File: config.mk
export PLATFORM = sky130hd
export DESIGN_NAME = clk_gate_ctrl
export DESIGN_NICKNAME = d
export VERILOG_FILES = /design/src/rtl/clk_gate_ctrl.sv
export SDC_FILE = /design/constraint.sdc
export NUM_CORES = 1
export LEC_CHECK = 0
export CAP_MARGIN = 30
export CORE_ASPECT_RATIO = 0.6
export CORE_MARGIN = 4
export CORE_UTILIZATION = 54
export CTS_BUF_LIST = sky130_fd_sc_hd__clkbuf_8
export CTS_CLUSTER_SIZE = 12
export DETAILED_ROUTE_END_ITERATION = 10
export HOLD_SLACK_MARGIN = 0.05
export PLACE_DENSITY = 0.82
export SLEW_MARGIN = 30
export SYNTH_ARGS = -nofsm -noshare
export SYNTH_HDL_FRONTEND = slang
export SYNTH_SLANG_ARGS = --single-unit
File: constraint.sdc
create_clock -name clk -period 3.1 [get_ports clk]
set_input_delay 0.465 -clock clk [delete_from_list [all_inputs] [get_ports clk]]
set_output_delay 0.465 -clock clk [all_outputs]
set_load 0.02 [all_outputs]
File: src/rtl/clk_gate_ctrl.sv
// rtl/clk_gate_ctrl.sv - multi-channel idle clock gating controller with wake handshake
module clk_gate_ctrl #(
  parameter int ch       = 2,
  parameter int idle_cyc = 4,
  parameter int wake_cyc = 2,
  parameter int cnt_bw   = 16
) (
  input  logic                 clk,
  input  logic                 reset,
  input  logic [ch-1:0]        busy,
  input  logic [ch-1:0]        wake_req,
  input  logic                 te,
  input  logic                 clr_cnt,
  output logic [ch-1:0]        gclk,
  output logic [ch-1:0]        clk_en,
  output logic [ch-1:0]        ready,
  output logic [ch*cnt_bw-1:0] gated_cyc
);

  localparam int iw = $clog2(idle_cyc + 1);
  localparam int ww = $clog2(wake_cyc + 1);

  typedef enum logic [1:0] {
    ST_ON   = 2'd0,
    ST_OFF  = 2'd1,
    ST_WAKE = 2'd2
  } state_t;

  state_t            state_q [ch];
  state_t            state_d [ch];
  logic [iw-1:0]     idle_q  [ch];
  logic [iw-1:0]     idle_d  [ch];
  logic [ww-1:0]     wake_q  [ch];
  logic [ww-1:0]     wake_d  [ch];
  logic [cnt_bw-1:0] cnt_q   [ch];
  logic [ch-1:0]     act;
  logic [ch-1:0]     gate_q;

  assign act = busy | wake_req;

  // Per-channel FSM state and idle/wake counters; reset forces every channel on.
  always_ff @(posedge clk) begin
    for (int i = 0; i < ch; i++) begin
      if (reset) begin
        state_q[i] <= ST_ON;
        idle_q[i]  <= '0;
        wake_q[i]  <= '0;
      end else begin
        state_q[i] <= state_d[i];
        idle_q[i]  <= idle_d[i];
        wake_q[i]  <= wake_d[i];
      end
    end
  end

  // Next-state logic; clk_en and ready decode straight from the state register.
  always_comb begin
    clk_en = '0;
    ready  = '0;
    for (int i = 0; i < ch; i++) begin
      state_d[i] = state_q[i];
      idle_d[i]  = idle_q[i];
      wake_d[i]  = wake_q[i];
      clk_en[i]  = (state_q[i] != ST_OFF);
      ready[i]   = (state_q[i] == ST_ON);
      case (state_q[i])
        ST_ON: begin
          if (act[i]) begin
            idle_d[i] = '0;
          end else if (idle_q[i] == iw'(idle_cyc - 1)) begin
            state_d[i] = ST_OFF;
            idle_d[i]  = '0;
          end else begin
            idle_d[i] = idle_q[i] + iw'(1);
          end
        end
        ST_OFF: begin
          if (act[i]) begin
            state_d[i] = ST_WAKE;
            wake_d[i]  = '0;
          end
        end
        ST_WAKE: begin
          // Activity is deliberately ignored here: a waking channel always completes its wake.
          if (wake_q[i] == ww'(wake_cyc - 1)) begin
            state_d[i] = ST_ON;
            wake_d[i]  = '0;
            idle_d[i]  = '0;
          end else begin
            wake_d[i] = wake_q[i] + ww'(1);
          end
        end
        default: begin
          state_d[i] = ST_ON;
        end
      endcase
    end
  end

  // Saturating count of suppressed cycles; clear beats increment, test mode freezes it.
  always_ff @(posedge clk) begin
    for (int i = 0; i < ch; i++) begin
      if (reset || clr_cnt) begin
        cnt_q[i] <= '0;
      end else if ((state_q[i] == ST_OFF) && !te && (cnt_q[i] != {cnt_bw{1'b1}})) begin
        cnt_q[i] <= cnt_q[i] + cnt_bw'(1);
      end
    end
  end

  // Low-transparent enable latch: enable only moves while clk is low, so gclk never slivers.
  always_latch begin
    if (!clk) begin
      gate_q <= clk_en | {ch{te}};
    end
  end

  assign gclk = {ch{clk}} & gate_q;

  for (genvar g = 0; g < ch; g++) begin : g_cnt_out
    assign gated_cyc[g*cnt_bw +: cnt_bw] = cnt_q[g];
  end

endmodule
==> results.md <==
- Vias in the first global route: 1,730
- Part of the power in registers: 0.492
- Fillers: 317
- Hold WC Path Type: reg2reg
- Site row count: 18
- Crit path launch type: latch
- Synth Flop Type: edfxtp_1
- Worst Path Buf+Inv: 1
- CTS tree: built
- Syn Nets: 249
- Number of enable flip-flop cells after synthesis: 32
- Final wirelength: 4960 um
- Area growth from synthesis to final layout: 25.4%
- Netlist area before placement: roughly 2500 um^2
- Kind of end point of the critical path: output port
- Worst Clk Skew: 0.0116 ns
- Power share of the clock group: 0.434
- Worst slack on hold paths: 0.479 ns
- Die width: 95.8 um
- GRT overflow: 0
- Net Sw Frac: 0.253
- Number of standard cells after synthesis: 237
- Number of port buffers: between 40 and 50
- Peak supply drop: 0.295 mV
- Worst-margin pin slew: 0.651 ns
- Initial cell density of the core: 0.584
- Synth warn: 0
- Int Power: 1090 uW
- CP arrival: roughly 2.6 ns
- Post-CTS repair timing setup buffer count: 0
- Max Cap Violations: 0
- Total power density per cell area: between 400 and 500 nW/um^2
- Number of pins with negative max-slew slack in the final report: 0
- Weighted congestion at the end of routability-driven global placement: around 0.84
- Count of vias placed by the detailed router: 1,929
- WL per Instance: 14.2 um
- Mean instance size in the synthesized netlist: 10.5 um^2
- Most frequent cell after synthesis: nor2_1
- Leakage power total: 0.00112 uW
- Slew Limit Headroom: 0.565
- Share of Yosys cell area claimed by the top area cell type: 0.384
- Reg area: 1270 um^2
- Number of placed I/O pins: 46
- Number of synthesized register bits: between 40 and 50
- Floorplan die area: 5820 um^2
- Number of unique standard cell types used by synthesis: 44
- Result of the run: complete, no violations
- Share of post-route cells with drive strength above 1: 0.117
- Remaining antenna violation count: 0
- Switching power total: roughly 370 uW
- DRC violation total after the first TritonRoute iteration: 145
- List of most frequent post-synthesis cells: nor2_1, edfxtp_1, xor2_1, dfxtp_1, a21oi_1
- Vertical extent of the die: 60.7 um
- CP max-delay cell: dlxtn_2
- Maximum fanout encountered on the critical timing path: 1
- Combined area of the multi-input logic cells: between 1000 and 1500 um^2
- Ys async rst share: 0
- Total Negative Setup Slacks: 0 ns
- Combinational share of power: 0.074
- Kind of cell with the highest combined delay on the critical path: latches
- Post-cts gate resize count: 10
- Total number of nets in the final design: 300
- Initial antenna violation count: 0
- Post-detailed-route via-to-cell ratio: 5.51
- Critical path, cell by cell: and2_4 > buf_6
- Required time at the worst-slack endpoint: roughly 2.6 ns
- Total DRC errors in the routed layout: 0
- Later-pin clock latency in the skew report: 0.40 ns
- Core box area: 4280 um^2
- Pin count of the biggest net entering global routing: 17
- First-pass GRT wire length: 8020 um
- RSZ-0062 raised after global routing: no
- Half-perimeter wire length of the detailed placement result: around 3700 um
- Ant. Diodes: 0
- Category of the most critical setup path: latch2out
- Top post-synthesis cells by area: edfxtp_1, dfxtp_1, xor2_1, nor2_1, nor2_4
- Global-route total usage across every layer: 0.182
- Maximum cell stage delay along the critical path: 0.40 ns
- Final Hold Violating Endpoints: 0
- Detailed-router iteration count before antenna repair: 4
- Hold bufs inserted after CTS: 0
- Total of endpoints with negative setup slack in the final report: 0
- Largest area contributor in the netlist: edfxtp_1
- Post-CTS clock slew at the launch and capture registers of the worst setup and hold paths: 0.08 ns
==> cells by family after synthesis <==
| family | count (synthesis) | synth area share |
|---|---|---|
| AND/OR/NAND/NOR | 121 | 0.287 |
| AO/OA/AOI/OAI | 28 | 0.0711 |
| adder cells (fa/ha/maj) | 4 | 0.0200 |
| flip-flops | 46 | 0.496 |
| buffers and inverters | 12 | 0.0290 |
| latches | 2 | 0.0120 |
| XOR/XNOR | 24 | 0.0841 |
==> final timing paths <==
kind / endpoint / cells past startpoint / from / slack [ns]
min: wake_q[1][1] / 1 / wake_q[1][1] / 0.48
max reg2reg: gate_q[0] / 3 / state_q[0][0] / 0.71
max: gclk[1] / 2 / gate_q[1] / 0.03
min reg2reg: wake_q[1][1] / 1 / wake_q[1][1] / 0.48
==> per-layer routing <==
| metal | up-vias | routed length, um | global-route usage |
|---|---|---|---|
| li1 | 952 | - | - |
| met1 | 915 | 2530 | 0.271 |
| met2 | 58 | 2110 | 0.253 |
| met3 | 4 | 278 | 0.0483 |
| met4 | 0 | 38 | 0.0729 |
| met5 | - | 0 | 0 |
==> metrics by stage <==
step | utilization | total power [uW] | cells | worst slack, ns | cell area [um^2]
after CTS | 0.730 | 1430 | 350 | 0.00242 | 3120
after detailed placement | 0.698 | 944 | 337 | 0.0257 | 2990
after floorplan | - | 836 | 237 | 0.498 | 2500
after global placement | 0.698 | 942 | 337 | 0.0309 | 2990
final | 0.733 | 1460 | 350 | 0.0327 | 3140
after global routing | 0.733 | 1520 | 350 | 0.00548 | 3140
==> cell usage in the layout, fill, tap and decap left out, types with 3 or more instances in the layout <==
| master | Yosys | routed |
|---|---|---|
| clkdlybuf4s50_1 | 0 | 43 |
| nor2_1 | 34 | 34 |
| edfxtp_1 | 32 | 32 |
| xor2_1 | 15 | 15 |
| dfxtp_1 | 14 | 14 |
| a21oi_1 | 12 | 12 |
| nand2_1 | 11 | 11 |
| nand4_1 | 10 | 10 |
| nand3_1 | 10 | 10 |
| xnor2_1 | 9 | 9 |
| clkbuf_8 | 0 | 9 |
| inv_1 | 5 | 8 |
| and3_1 | 8 | 8 |
| nor2_4 | 8 | 8 |
| and4_1 | 5 | 5 |
| o21ai_0 | 5 | 5 |
| nand2b_1 | 4 | 4 |
| nor2b_1 | 4 | 4 |
| nor3_1 | 4 | 4 |
| ha_1 | 4 | 4 |
| or3_1 | 3 | 3 |
| nor3b_1 | 3 | 3 |
| nor4_1 | 3 | 3 |
==> worst reg2reg max path, stage by stage, from the launching register on <==
cell,delay [ns]
dfxtp_1,0.46
nand2b_1,0.13
nor2_1,0.20
inv_1,0.06
==> layout make-up <==
class,count,area share
Clock buffer,11,0.0467
Multi-Input combinational cell,177,0.370
Tap cell,60,0.0239
Sequential cell,48,0.406
Timing Repair Buffer,45,0.142
Clock inverter,4,0.00519
Inverter,5,0.00599
==> power groups by stage <==
stage	clock, uW	sequential [uW]	combinational [uW]
after floorplan	55.3	749	31.9
after global placement	104	731	107
after detailed placement	104	732	108
after CTS	606	717	108
after global routing	684	721	115
final	632	717	107
==> state kept, by name, summed over array words and instances, names as in the netlist <==
signal and count:
cnt_q 32, gate_q 2, idle_q 6, state_q 4
wake_q 4
(Power assumes the default switching activity.)
